[src/rtl/axi4_wr_rd_traffic_gen.sv]
// rtl/axi4_wr_rd_traffic_gen.sv - AXI4 master issuing per-region write bursts, then read-back bursts checked against the written counter
module axi4_wr_rd_traffic_gen #(
  parameter int                    ADDR_WIDTH    = 32,
  parameter int                    DATA_WIDTH    = 32,
  parameter int                    ID_WIDTH      = 1,
  parameter int                    NUM_REGIONS   = 4,
  parameter logic [ADDR_WIDTH-1:0] BASE_ADDR     = 'h100,
  parameter logic [ADDR_WIDTH-1:0] REGION_STRIDE = 'h100,
  parameter int                    MAX_BEATS     = 8,
  parameter int                    NUM_ITER      = 100
) (
  input  logic                    ACLK,
  input  logic                    ARESETN,
  input  logic                    start,
  input  logic                    stop,
  output logic                    busy,
  output logic                    done,
  output logic                    error,
  output logic [15:0]             err_count,
  output logic [ID_WIDTH-1:0]     M_AXI_AWID,
  output logic [ADDR_WIDTH-1:0]   M_AXI_AWADDR,
  output logic [7:0]              M_AXI_AWLEN,
  output logic [2:0]              M_AXI_AWSIZE,
  output logic [1:0]              M_AXI_AWBURST,
  output logic                    M_AXI_AWVALID,
  input  logic                    M_AXI_AWREADY,
  output logic [DATA_WIDTH-1:0]   M_AXI_WDATA,
  output logic [DATA_WIDTH/8-1:0] M_AXI_WSTRB,
  output logic                    M_AXI_WLAST,
  output logic                    M_AXI_WVALID,
  input  logic                    M_AXI_WREADY,
  input  logic [ID_WIDTH-1:0]     M_AXI_BID,
  input  logic [1:0]              M_AXI_BRESP,
  input  logic                    M_AXI_BVALID,
  output logic                    M_AXI_BREADY,
  output logic [ID_WIDTH-1:0]     M_AXI_ARID,
  output logic [ADDR_WIDTH-1:0]   M_AXI_ARADDR,
  output logic [7:0]              M_AXI_ARLEN,
  output logic [2:0]              M_AXI_ARSIZE,
  output logic [1:0]              M_AXI_ARBURST,
  output logic                    M_AXI_ARVALID,
  input  logic                    M_AXI_ARREADY,
  input  logic [ID_WIDTH-1:0]     M_AXI_RID,
  input  logic [DATA_WIDTH-1:0]   M_AXI_RDATA,
  input  logic [1:0]              M_AXI_RRESP,
  input  logic                    M_AXI_RLAST,
  input  logic                    M_AXI_RVALID,
  output logic                    M_AXI_RREADY
);
  localparam int RW = (NUM_REGIONS > 1) ? $clog2(NUM_REGIONS) : 1;
  localparam logic [RW-1:0] LAST_REGION = RW'(NUM_REGIONS - 1);

  typedef enum logic [2:0] {IDLE, WR_ADDR, WR_DATA, WR_RESP, RD_ADDR, RD_DATA, NEXT, FIN} state_t;

  state_t                state_q, state_d;
  logic [RW-1:0]         region_q, region_d, nxt_region;
  logic [7:0]            beat_q, beat_d, len_q, len_d;
  logic [ADDR_WIDTH-1:0] addr_q, addr_d;
  logic [15:0]           wcount_q, wcount_d;
  logic [31:0]           iter_q, iter_d;
  logic                  stop_seen_q, stop_seen_d;
  logic [15:0]           err_q, err_d;
  logic [15:0]           start_val_q [NUM_REGIONS];
  logic                  sv_we, err_clr, last_region, last_beat, data_err;
  logic [1:0]            err_inc;
  logic [15:0]           rd_exp;
  logic [16:0]           err_sum;

  function automatic logic [7:0] len_of(input logic [RW-1:0] r);
    int b;
    b = MAX_BEATS >> r;
    if (b < 1) b = 1;
    return 8'(b - 1);
  endfunction

  function automatic logic [ADDR_WIDTH-1:0] addr_of(input logic [RW-1:0] r);
    return BASE_ADDR + ADDR_WIDTH'(r) * REGION_STRIDE;
  endfunction

  assign last_region = (region_q == LAST_REGION);
  assign nxt_region  = last_region ? '0 : region_q + 1'b1;
  assign last_beat   = (beat_q == len_q);
  assign rd_exp      = start_val_q[region_q] + 16'(beat_q);
  assign data_err    = (M_AXI_RDATA != {{(DATA_WIDTH-16){1'b0}}, rd_exp});
  assign err_sum     = {1'b0, err_q} + 17'(err_inc);

  always_comb begin
    state_d     = state_q;
    region_d    = region_q;
    beat_d      = beat_q;
    len_d       = len_q;
    addr_d      = addr_q;
    wcount_d    = wcount_q;
    iter_d      = iter_q;
    stop_seen_d = stop_seen_q | (stop && (state_q != IDLE));
    sv_we       = 1'b0;
    err_clr     = 1'b0;
    err_inc     = 2'd0;
    case (state_q)
      IDLE: if (start) begin
        state_d     = WR_ADDR;
        region_d    = '0;
        beat_d      = 8'd0;
        len_d       = len_of('0);
        addr_d      = addr_of('0);
        wcount_d    = 16'd0;
        iter_d      = 32'd0;
        stop_seen_d = 1'b0;
        err_clr     = 1'b1;
      end
      WR_ADDR: if (M_AXI_AWREADY) begin
        state_d = WR_DATA;
        beat_d  = 8'd0;
      end
      WR_DATA: if (M_AXI_WREADY) begin
        wcount_d = wcount_q + 16'd1;
        sv_we    = (beat_q == 8'd0);
        beat_d   = beat_q + 8'd1;
        if (last_beat) state_d = WR_RESP;
      end
      WR_RESP: if (M_AXI_BVALID) begin
        err_inc  = 2'(M_AXI_BRESP != 2'b00);
        region_d = nxt_region;
        len_d    = len_of(nxt_region);
        addr_d   = addr_of(nxt_region);
        state_d  = last_region ? RD_ADDR : WR_ADDR;
      end
      RD_ADDR: if (M_AXI_ARREADY) begin
        state_d = RD_DATA;
        beat_d  = 8'd0;
      end
      RD_DATA: if (M_AXI_RVALID) begin
        // RLAST is only checked; the burst length we issued decides where it ends
        err_inc = 2'(data_err) + 2'(M_AXI_RRESP != 2'b00) + 2'(M_AXI_RLAST != last_beat);
        beat_d  = beat_q + 8'd1;
        if (last_beat) begin
          region_d = nxt_region;
          len_d    = len_of(nxt_region);
          addr_d   = addr_of(nxt_region);
          state_d  = last_region ? NEXT : RD_ADDR;
        end
      end
      NEXT: begin
        iter_d  = iter_q + 32'd1;
        state_d = (((NUM_ITER != 0) && (iter_d == 32'(NUM_ITER))) || stop_seen_q || stop) ? FIN : WR_ADDR;
      end
      FIN:     state_d = IDLE;
      default: state_d = IDLE;
    endcase
    err_d = err_clr ? 16'd0 : (err_sum[16] ? 16'hFFFF : err_sum[15:0]);
  end

  always_ff @(posedge ACLK) begin
    if (!ARESETN) begin
      state_q     <= IDLE;
      region_q    <= '0;
      beat_q      <= 8'd0;
      len_q       <= 8'd0;
      addr_q      <= '0;
      wcount_q    <= 16'd0;
      iter_q      <= 32'd0;
      stop_seen_q <= 1'b0;
      err_q       <= 16'd0;
      for (int i = 0; i < NUM_REGIONS; i++) start_val_q[i] <= 16'd0;
    end else begin
      state_q     <= state_d;
      region_q    <= region_d;
      beat_q      <= beat_d;
      len_q       <= len_d;
      addr_q      <= addr_d;
      wcount_q    <= wcount_d;
      iter_q      <= iter_d;
      stop_seen_q <= stop_seen_d;
      err_q       <= err_d;
      if (sv_we) start_val_q[region_q] <= wcount_q;
    end
  end

  // Channel controls are pure functions of the registered state, so payloads cannot move while VALID waits
  assign busy          = (state_q != IDLE) && (state_q != FIN);
  assign done          = (state_q == FIN);
  assign error         = (err_q != 16'd0);
  assign err_count     = err_q;
  assign M_AXI_AWID    = '0;
  assign M_AXI_AWADDR  = addr_q;
  assign M_AXI_AWLEN   = len_q;
  assign M_AXI_AWSIZE  = 3'($clog2(DATA_WIDTH/8));
  assign M_AXI_AWBURST = 2'd1;
  assign M_AXI_AWVALID = (state_q == WR_ADDR);
  assign M_AXI_WDATA   = {{(DATA_WIDTH-16){1'b0}}, wcount_q};
  assign M_AXI_WSTRB   = '1;
  assign M_AXI_WLAST   = (state_q == WR_DATA) && last_beat;
  assign M_AXI_WVALID  = (state_q == WR_DATA);
  assign M_AXI_BREADY  = (state_q == WR_RESP);
  assign M_AXI_ARID    = '0;
  assign M_AXI_ARADDR  = addr_q;
  assign M_AXI_ARLEN   = len_q;
  assign M_AXI_ARSIZE  = 3'($clog2(DATA_WIDTH/8));
  assign M_AXI_ARBURST = 2'd1;
  assign M_AXI_ARVALID = (state_q == RD_ADDR);
  assign M_AXI_RREADY  = (state_q == RD_DATA);

  logic unused_ids;
  assign unused_ids = &{1'b0, M_AXI_BID, M_AXI_RID};
endmodule
[config.mk]
export PLATFORM = sky130hd
export DESIGN_NAME = axi4_wr_rd_traffic_gen
export DESIGN_NICKNAME = d
export VERILOG_FILES = /design/src/rtl/axi4_wr_rd_traffic_gen.sv
export SDC_FILE = /design/constraint.sdc
export NUM_CORES = 1
export LEC_CHECK = 0
export ABC_AREA = 1
export BUFFER_PORTS_ARGS = -buffer_cell sky130_fd_sc_hd__buf_2
export CORE_ASPECT_RATIO = 0.5
export CORE_UTILIZATION = 55
export CTS_CLUSTER_DIAMETER = 120
export DETAILED_ROUTE_END_ITERATION = 7
export PLACE_DENSITY = 0.8
export SYNTH_ARGS = -nofsm -noshare
export SYNTH_HDL_FRONTEND = slang
export SYNTH_SLANG_ARGS = --single-unit
[constraint.sdc]
create_clock -name ACLK -period 7.6 [get_ports ACLK]
set_input_delay 0.76 -clock ACLK [delete_from_list [all_inputs] [get_ports ACLK]]
set_output_delay 0.76 -clock ACLK [all_outputs]
set_load 0.1 [all_outputs]
* After elaboration in Yosys (flattened, before gate mapping)
Memory sizes are Yosys's and may differ from the RTL's. A register that Yosys moved wholly into a read port is not among the register bits.
Index checks and enable logic that the tools add are counted.
** Storage, ports and cells
- Memory bits (read-only) :: 0
- Memories :: 1
- RAM bits :: 64
- Output and inout bits :: 153
- Word-level logic and storage cells :: 132
- Register bits after elaboration :: 118
- Bits in latches :: 0
- Input port bits :: 48
** Memory list
- start_val_q :: depth 4, width 16, read ports 1, clocked after memory_dff 1, wr ports 4, RTL line 63 : logic [15:0] start_val_q [NUM_REGIONS];
** Operators by class
- Add/sub/neg operators :: 11
- Equality and inequality tests :: 21
- Reductions and logical operators :: 22
- $lt $le $gt $ge :: 1
- Divide/modulo/power cells :: 0
- Shift operators :: 1
- Mux-type cells :: 64
- Bitwise logic cells :: 2
- $mul :: 0
** Operators by type and width (count)
- 32-bit two-way mux :: 5
- 8-bit two-way mux :: 15
- 32-bit case mux with 3 select lines :: 1
- 16-bit two-way mux :: 4
- 32-bit case mux with 2 select lines :: 1
- 8-bit case mux with 5 select lines :: 1
- 32-bit by 1-bit adder with 32-bit output, second input constant :: 1
- 32-bit by 7-bit equality test with 1-bit output, second input constant :: 1
- 32-bit by 2-bit < comparator with 1-bit output, second input constant :: 1
- 32-bit by 16-bit inequality test with 1-bit output :: 1
- 16-bit case mux with 2 select lines :: 1
- 4-bit by 2-bit right shift with 32-bit output, first input constant :: 1
- 3-bit two-way mux :: 10
- 3-bit case mux with 8 select lines :: 1
- 8-bit case mux with 3 select lines :: 1
- 2-bit two-way mux :: 10
- 16-bit by 2-bit adder with 17-bit output :: 1
- 16-bit by 1-bit adder with 16-bit output, second input constant :: 1
- 16-bit by 8-bit adder with 16-bit output :: 1
- 16-bit nonzero test :: 1
- 16-bit OR reduction :: 1
- 8-bit by 2-bit subtractor with 8-bit output, second input constant :: 2
- 3-bit equality test, second input constant :: 4
- 1-bit two-way mux :: 12
- 30 further kinds :: 44

* Depth between registers and ports, before layout
Gate-level depths: netlist (run 1).
- Depth in word-level cells :: 12
- Depth in mapped cells :: 33
- Depth with buffers taken out :: 30

* Worst setup path before layout (run 1)
No wires, ideal clock.
- Path type :: reg2reg
- Start :: reg (tool-made name)
- End :: reg err_q[12] (netlist: err_count[12])
- Cell stages (with the launch flop) :: 33
- Required time :: 7544 ps
- Buffers on the path :: 4
- Period minus slack after synthesis :: 5488 ps
- Slack :: 2112 ps
- Arrival time :: 5432 ps
- Setup time :: 56 ps
- Path through :: dfxtp_1 inv_2 buf_2 buf_4 clkbuf_1 o21ai_0 o22ai_1 ha_1 fa_1 nand3_1 nand2_1 a21boi_0 o21ai_1 xnor2_1 o21ai_0 a21oi_1 nand3_1 nor3_1 fa_1 o22ai_1 ha_1 inv_1 fa_1 inv_1 nand3_1 nor3_1 nand4_1 nor2_1 nand4_1 buf_2 nand2_1 nand2_1 inv_1
** RTL lines
- end signal: assignment :: RTL line 174 : err_q <= err_d;
- end: declaration :: RTL line 62 : logic [15:0] err_q, err_d;

==> impl_metrics.yaml, run 1 <==
clock_tree:
  cts_setup_buffers: 0
  ctsHtreeMaxLevel: 4
  cts_buffers: 17
  clockBufferDepth: 2
  cts_tree: "built"
  cts_hold_buffers: 0
  cts_resized: 0
  clk_pin_slew_ns: 0.07
  clock_tree.root_cell: "clkbuf_16"
  clkLatencyLatePin_ns: 0.44
  clock_sinks: 154
critical_path:
  crit_family: "simple AND/OR/NAND/NOR gates"
  path_class: "flip-flop to flip-flop"
  crit_buf_inv: 5
  max_stage_delay_ns: 0.40
  cp_data_required_time_ns: 7.94
  cp-end-kind: "flip-flop"
  crit_arrival_ns: 6.66
  critPathMaxFanout: 32
  cp-start-kind: "flip-flop"
  cp_slowest_cell: "fa_1"
drt:
  vias: 8122
  wl_mm: 21.4
  ant_nets: 0
  first_iter_violations: 529
  drcViolationCount: 0
  firstDrtPassIters: 5
  routed_via_density: 5.15
  wl_per_cell_um: 13.5
sta:
  slew_violations: 0
  period_share: 0.832
  tightest_slew_ns: 1.04
  finalHoldViolations: 0
  finalClockSkew_ns: 0.0155
  finalSetupTns_ns: 0
  min_period_ns: 6.32
  setup_violations: 0
  max_freq_mhz: 158
  relSlewSlack: 0.307
  rsz0062_at_grt: "no"
power_and_ir_drop:
  p_clk_frac: 0.267
  switching_share: 0.470
  internal_power_uw: 1660
  ir_drop_mv: 0.238
  power.leakage_uw: 0.00426
  power_switching_uw: 1470
  seqPwrFrac: 0.306
  combPwrFrac: 0.426
  p_per_area_nw_per_um2: 304
global_route:
  grt_max_degree: 47
  grt_antenna_before_repair: 0
  globalRouteOverflowTotal: 0
  use_met2: 0.447
  grt.met1_usage: 0.303
  grt_pass1_vias: 7363
  grt.busiest_layer: "met2"
  grt_usage: 0.247
  grt_pass1_wl_mm: 34.8
  grtUsageMet3: 0.0409
synth:
  syn-cell-area_um2: 9390
  synth_ff_type: "dfxtp_1"
  synthArstFlopShare: 0
  ys_seq_elements: 154
  synth_warnings: 0
  synth-edff-count: 64
  yosysUniqueCellTypes: 51
  synthCells: 1249
  seq_area_frac_synth: 0.397
  syn_avg_cell_area_um2: 7.52
finish:
  final_common_cell: "nand2_1"
  final_layout_size_suffix_gt1_frac: 0.150
  stdcell_area_um2: 10300
  ff_latch_area_um2: 3720
  syn_to_final_growth_pct: 9.77
  multiInputGateArea_um2: 4690
  antenna_cells: 0
  nNetsFinal: 1406
  final_cell_mix: "nand2_1 (282), nor2_1 (177), buf_2 (108), inv_1 (101)"
  nFillCells: 1398
floorplanning:
  initial_core_util: 0.569
  ioPinCount: 201
  row_count: 33
  die-area_um2: 17600
  core_area_um2: 16500
  die_h_um: 94.4
  die_w_um: 187
job:
  maxCapViolCount: 0
worst_hold_path:
  hold_class: "flip-flop to flip-flop"
outcome:
  status: "finished clean"
placement:
  routabilityCongestion: 0.944
  dpl_cell_area_um2: 9710
  post-dp-hpwl_mm: 15.4
  io_buffer_count: 108
-- final timing paths --
| kind | start | to | slack, ns | cells after the start |
|---|---|---|---|---|
| worst max-delay path | flip-flop | err_count[6] | 1.28 | 28 |
| worst min-delay path | M_AXI_ARADDR[8] | M_AXI_ARADDR[8] | 0.48 | 2 |
| worst max register to register | flip-flop | err_count[6] | 1.28 | 28 |
| worst min register to register | M_AXI_ARADDR[8] | M_AXI_ARADDR[8] | 0.48 | 2 |
-- worst reg2reg max path, delay by kind of cell (launching register included) --
kind                     cells  cell delay [ns]
AO/OA/AOI/OAI                6             1.12
XOR/XNOR                     1             0.16
adder cells (fa/ha/maj)      5             1.45
buffers and inverters        5             1.00
flip-flops                   1             0.32
AND/OR/NAND/NOR             11             2.16
-- sequential cells by signal (all words and copies together), names as in the netlist, named ones only --
register / count
state_q: 3
wcount_q: 16
stop_seen_q: 1
err_count: 16
region_q: 2
beat_q: 8
start_val_q: 64
M_AXI_ARLEN: 7
iter_q: 32
M_AXI_ARADDR: 3
-- per-layer routing --
layer  vias to the layer above  wire, um
met5                         -         0
met4                         0       307
met3                        31      1390
met2                       307     10600
met1                      3698      9060
li1                       4086         -
-- power by group through the flow --
stage | Sequential (uW) | Combinational (uW) | Clock [uW]
after floorplan | 1070 | 1050 | 0
final | 960 | 1340 | 838
after detailed placement | 977 | 1320 | 0
after CTS | 959 | 1330 | 845
after global routing | 966 | 1440 | 874
after global placement | 973 | 1290 | 0
-- layout make-up --
class,count,area share
Clock inverter,15,0.0164
Sequential cell,154,0.361
Inverter,113,0.0414
Clock buffer,17,0.0413
Multi-Input combinational cell,938,0.455
Tap cell,227,0.0276
Timing Repair Buffer,114,0.0568
-- kinds of logic (layout without fill, tap and decap cells) --
logic type / count (synthesis) / count (layout) / synth area share
adder cells (fa/ha/maj): 20 / 20 / 0.0290
buffers and inverters: 245 / 259 / 0.141
AND/OR/NAND/NOR: 616 / 616 / 0.289
AO/OA/AOI/OAI: 170 / 170 / 0.105
XOR/XNOR: 42 / 42 / 0.0392
other: 2 / 90 / 0.000800
flip-flops: 154 / 154 / 0.397
-- Yosys cell counts (all sizes together), types with 2 or more instances --
master	count	share of area
nor4	11	0.0073
inv	110	0.044
nand3	42	0.023
nand3b	13	0.010
edfxtp	64	0.20
o21ai	51	0.028
clkinv	3	0.0012
nor2	195	0.088
xor2	25	0.023
a21o	2	0.0016
fa	3	0.0064
nor3	40	0.023
a211oi	9	0.0072
dfxtp	90	0.19
a32o	2	0.0021
a21oi	74	0.041
o31ai	4	0.0032
o21a	2	0.0016
buf	109	0.086
nand2	291	0.12
xnor2	17	0.016
clkbuf	23	0.0092
and2	2	0.0013
a31oi	5	0.0033
a221oi	2	0.0019
conb	2	0.00080
ha	17	0.023
o22ai	12	0.0087
o21bai	3	0.0024
or2	5	0.0036
nand4	17	0.013
-- through the flow --
| stage | setup WS [ns] | total power (uW) | instances | hold WS [ns] | util |
|---|---|---|---|---|---|
| after CTS | 1.25 | 3130 | 1578 | 0.481 | 0.624 |
| final | 1.28 | 3130 | 1578 | 0.481 | 0.624 |
| after global routing | 0.601 | 3280 | 1578 | 0.497 | 0.624 |
| after detailed placement | 1.38 | 2300 | 1546 | 0.471 | 0.588 |
| after global placement | 1.55 | 2260 | 1546 | 0.462 | 0.588 |
| after floorplan | 2.11 | 2110 | 1337 | 0.453 | - |
(Power assumes the default switching activity.)
==> run 2: changes to the inputs <==
CORE_UTILIZATION = 50   (was 55)
PLACE_DENSITY = 0.77   (was 0.8)
clock period = 5.1 ns   (was 7.6 ns; I/O delays follow)
==> run 2 against run 1 <==
- the run now ends with setup timing left
- fmax grew 23%
- clock skew shrank 0.0011 ns
- sequential share of layout area fell by 1.8 points
- register-to-register slack got worse by 1.3 ns
- total power rose by 58%
- combinational power rose by 68%
- die area is 9.8% higher
- utilization shrank 1.6 points
- critical endpoint is now err_count[3]
- largest cell class unchanged
- highest routed layer unchanged
==> impl_metrics.yaml, run 2 (synthesis results as in run 1) <==
sta:
  rsz0062_at_grt: "yes"
  fin_ws_ns: -0.0309
  finalClockSkew_ns: 0.0145
  setup_violations: 1
  max_freq_mhz: 195
  slew_violations: 0
  min_period_ns: 5.13
  relSlewSlack: 0.304
  tightest_slew_ns: 1.04
  finalHoldViolations: 0
  period_share: 1.01
floorplanning:
  die_h_um: 98.9
  ioPinCount: 201
  initial_core_util: 0.526
  row_count: 34
  die-area_um2: 19400
  die_w_um: 196
  core_area_um2: 17900
drt:
  routed_via_density: 5.20
  firstDrtPassIters: 6
  wl_mm: 22.8
  vias: 8463
  ant_nets: 0
  wl_per_cell_um: 14.0
  first_iter_violations: 684
  drcViolationCount: 0
worst_hold_path:
  hp-start: "start"
  holdPathStages: 4
  hold_class: "primary input to flip-flop"
  hold_end: "stop_seen_q"
finish:
  post-route-util: 0.608
  stdcell_count: 1627
  largest_register: "start_val_q"
  stdcell_area_um2: 10900
  antenna_cells: 0
  nFillCells: 1509
  final_cell_mix: "nand2_1 (279), nor2_1 (175), buf_2 (108), inv_1 (99), conb_1 (90)"
  nNetsFinal: 1448
  ff_latch_area_um2: 3730
  syn_to_final_growth_pct: 15.7
  multiInputGateArea_um2: 4900
  reg.largest.list: "start_val_q: 64 flops, iter_q: 32 flops"
  final_common_cell: "nand2_1"
  final_layout_size_suffix_gt1_frac: 0.204
  largest_register_ffs: 64
placement:
  numPlacedInstances: 1579
  dpl_cell_area_um2: 9950
  io_buffer_count: 108
  routabilityCongestion: 0.945
  post-dp-hpwl_mm: 16.3
clock_tree:
  clkLatencyLatePin_ns: 0.43
  cts_tree: "built"
  cts_hold_buffers: 0
  clockBufferDepth: 2
  clk_pin_slew_ns: 0.07
  cts_buffers: 17
  ctsHtreeMaxLevel: 4
  clock_sinks: 154
  clock_tree.root_cell: "clkbuf_16"
critical_path:
  cpMostUsedCell: "buf_4"
  cp-end-kind: "flip-flop"
  r2r_slack_ns: -0.03
  cp-start-kind: "flip-flop"
  crit_arrival_ns: 5.47
  path_class: "flip-flop to flip-flop"
  reg2reg_depth: 29
  cp_slowest_cell: "fa_1"
  rr_endpoint: "err_count[3]"
  critPathMaxFanout: 7
  cp_data_required_time_ns: 5.44
  max_stage_delay_ns: 0.49
outcome:
  status: "finished, violations left"
  violations: "setup timing"
power_and_ir_drop:
  power_uw: 4970
  power.leakage_uw: 0.00453
  ir_drop_mv: 0.279
  p_per_area_nw_per_um2: 457
global_route:
  grt_pass1_wl_mm: 36.9
  grt_max_degree: 47
  grt_usage: 0.237
  grt_antenna_before_repair: 0
  grt_pass1_vias: 7886
  globalRouteOverflowTotal: 0
job:
  maxCapViolCount: 0
## run 2: changes by cell type in the layout (fill, tap and decap cells not counted), moves of 5 or more
cell,delta
buf_4,+39
o21ai_0,-12
o21ai_1,+6
o21ai_2,+5
o22ai_1,-5
o22ai_2,+5
## run 2: per-stage QoR
stage / setup TNS (ns) / setup slack [ns] / hold slack, ns
2_1_floorplan: 0 / 0.000908 / 0.453
3_3_place_gp: -1.51 / -0.146 / 0.462
3_5_place_dp: -3.78 / -0.292 / 0.473
4_1_cts: 0 / 0.00305 / 0.356
5_1_grt: -5.40 / -0.390 / 0.392
6_report: -0.0309 / -0.0309 / 0.362
## run 2: routing by layer
layer  up-vias  wire length (um)  share of wire  GRT usage
met5         -                 0              0          0
met2       321             11000           0.48      0.411
met1      3915              9800           0.43      0.295
li1       4170                 -              -          -
met3        57              1430          0.063     0.0390
met4         0               535          0.024     0.0980
## run 2: power by group
group	switching, uW	internal [uW]	total [uW]	leakage (uW)
Combinational	1610	641	2250	0.00286
Sequential	80.5	1360	1450	0.00139
Clock	605	662	1270	0.000286
Total	2300	2670	4970	0.00453
## run 2: critical path, delay by kind of cell (launching register included)
kind	cells	cell delay (ns)
buffers and inverters	9	1.07
flip-flops	1	0.39
AND/OR/NAND/NOR	8	0.95
adder cells (fa/ha/maj)	4	1.41
XOR/XNOR	1	0.14
AO/OA/AOI/OAI	7	1.08
## run 2: cell type report
class	count	area share
multi-input combinational	938	0.451
sequential	154	0.344
timing repair buffer	156	0.0840
inverter	113	0.0400
clock buffer	17	0.0392
tap	234	0.0270
clock inverter	15	0.0156
## run 2: how the worst max path moves through the flow
stage	start	to	slack (ns)	depth (start not counted)
after detailed placement	flip-flop	err_count[6]	-0.29	29
after global placement	flip-flop	err_count[9]	-0.15	30
after floorplan	flip-flop	err_count[12]	0.0009	30
after CTS	flip-flop	err_count[3]	0.003	30
after global routing	flip-flop	err_count[3]	-0.39	27
final	flip-flop	err_count[3]	-0.03	29
## run 2: repair_timing
item                                    CTS  global route
buffers inserted                         14             2
resized for setup                        34            17
pin swaps                                27             7
endpoints found under the setup margin   16            16
==> run 3: changes to the inputs <==
REMOVE_ABC_BUFFERS = 1   (was unset)
==> run 3 against run 2 <==
- the run now ends clean
- critical path depth did not move
- worst setup slack improved by 0.15 ns
- sequential share of layout area grew 0.36 points
- final cell count down 0.92%
- global-route usage rose by 0.49 points
- cell area fell by 1.0%
==> impl_metrics.yaml, run 3 (synthesis results as in run 1) <==
global_route:
  grt_antenna_before_repair: 0
  grt_pass1_vias: 7751
  grt_pass1_wl_mm: 37.4
  grt_usage: 0.242
  grt_max_degree: 47
  globalRouteOverflowTotal: 0
power_and_ir_drop:
  ir_drop_mv: 0.258
  internal_power_uw: 2590
  power_switching_uw: 2290
  switching_share: 0.469
  p_clk_frac: 0.258
  power_uw: 4880
  p_per_area_nw_per_um2: 454
  power.leakage_uw: 0.00446
  combPwrFrac: 0.444
  seqPwrFrac: 0.298
clock_tree:
  cts_tree: "built"
  clock_tree.root_cell: "clkbuf_16"
  clock_sinks: 154
  clkLatencyLatePin_ns: 0.44
  cts_buffers: 17
  clockBufferDepth: 2
  ctsHtreeMaxLevel: 4
  clk_pin_slew_ns: 0.07
sta:
  min_period_ns: 4.98
  slew_violations: 0
  rsz0062_at_grt: "yes"
  period_share: 0.976
  finalClockSkew_ns: 0.0200
  finalHoldWorstSlack_ns: 0.361
  setup_violations: 0
  finalHoldViolations: 0
  finalSetupTns_ns: 0
  tightest_slew_ns: 1.07
  max_freq_mhz: 201
  relSlewSlack: 0.284
floorplanning:
  row_count: 34
  core_area_um2: 17900
  ioPinCount: 201
  initial_core_util: 0.526
  die_w_um: 196
  die-area_um2: 19400
  die_h_um: 98.9
critical_path:
  cp_data_required_time_ns: 5.48
  cp_slowest_cell: "edfxtp_1"
  path_class: "flip-flop to flip-flop"
  cp-end-kind: "flip-flop"
  crit_arrival_ns: 5.35
  cp-start-kind: "flip-flop"
  critPathMaxFanout: 6
  max_stage_delay_ns: 0.45
drt:
  met1_length_mm: 9.78
  wl_per_cell_um: 14.4
  ant_nets: 0
  first_iter_violations: 683
  drcViolationCount: 0
  highest_layer: "met4"
  routed_via_density: 5.21
  firstDrtPassIters: 5
  vias: 8399
  wl_mm: 23.2
  route.met3.wl_mm: 1.15
  met2_length_mm: 11.7
outcome:
  status: "finished clean"
finish:
  largest_register: "start_val_q"
  stdcell_area_um2: 10800
  largest_register_ffs: 64
  antenna_cells: 0
  nNetsFinal: 1433
  reg.largest.list: "start_val_q: 64 flops, iter_q: 32 flops"
  final_common_cell: "nand2_1"
  final_layout_size_suffix_gt1_frac: 0.190
  syn_to_final_growth_pct: 14.5
  final_cell_mix: "nand2_1 (281), nor2_1 (174), buf_2 (109), inv_1 (100), conb_1 (90)"
placement:
  dpl_cell_area_um2: 9840
  io_buffer_count: 108
  post-dp-hpwl_mm: 16.3
  routabilityCongestion: 0.949
worst_hold_path:
  hold_class: "primary input to flip-flop"
job:
  maxCapViolCount: 0
run 3: layout make-up:
type,instances,area (um^2)
inverters,113,439
multi-input cells,938,4880
fillers,1543,7120
well taps,234,293
repair buffers,141,820
clock buffers,17,425
clock inverters,15,160
flip-flops and latches,154,3730
run 3: timing repair:
| action | 4_1_cts | 5_1_grt |
|---|---|---|
| setup buffers | 6 | 3 |
| endpoints found under the setup margin | 16 | 16 |
| gates resized for setup | 45 | 20 |
| gates cloned | 1 | 1 |
| hold buffers | 0 | 0 |
| hold endpoints to repair | 0 | 0 |
| pin swaps | 14 | 21 |
run 3: through the flow:
step / util / cells / worst slack [ns]
global placement: 0.551 / 1569 / -0.173
finish: 0.602 / 1612 / 0.123
global route: 0.602 / 1612 / -0.227
CTS: 0.595 / 1608 / 0.00145
detailed placement: 0.551 / 1569 / -0.399
floorplan: - / 1205 / -1.41
run 3: path summary, 6_finish.rpt:
check	startpoint	to	slack, ns	cells past startpoint
max	start_val_q[1][0]	err_count[12]	0.12	29
min reg2reg	M_AXI_ARADDR[8]	M_AXI_ARADDR[8]	0.48	2
min	start	stop_seen_q	0.36	4
max reg2reg	start_val_q[1][0]	err_count[12]	0.12	29
run 3: critical path, delay by kind of cell (launching register included):
kind,cells,cell delay (ns)
adders and majority gates,5,1.50
and+or+nand+nor,13,1.48
DFF,1,0.45
buffers and inverters,6,0.73
AOI/OAI and AO/OA,4,0.59
xor gates and xnor gates,1,0.16
run 3: metal layers:
layer / vias to the layer above / GRT usage
met4: 0 / 0.105
met5: - / 0
met3: 46 / 0.0397
met1: 3940 / 0.285
li1: 4141 / -
met2: 272 / 0.437
run 3: power by group through the flow:
stage,registers [uW],clock network (uW),logic [uW]
after floorplan,1720,0,1300
after global placement,1450,0,1950
after detailed placement,1460,0,2000
after CTS,1440,1260,2120
after global routing,1460,1310,2330
final,1460,1260,2170
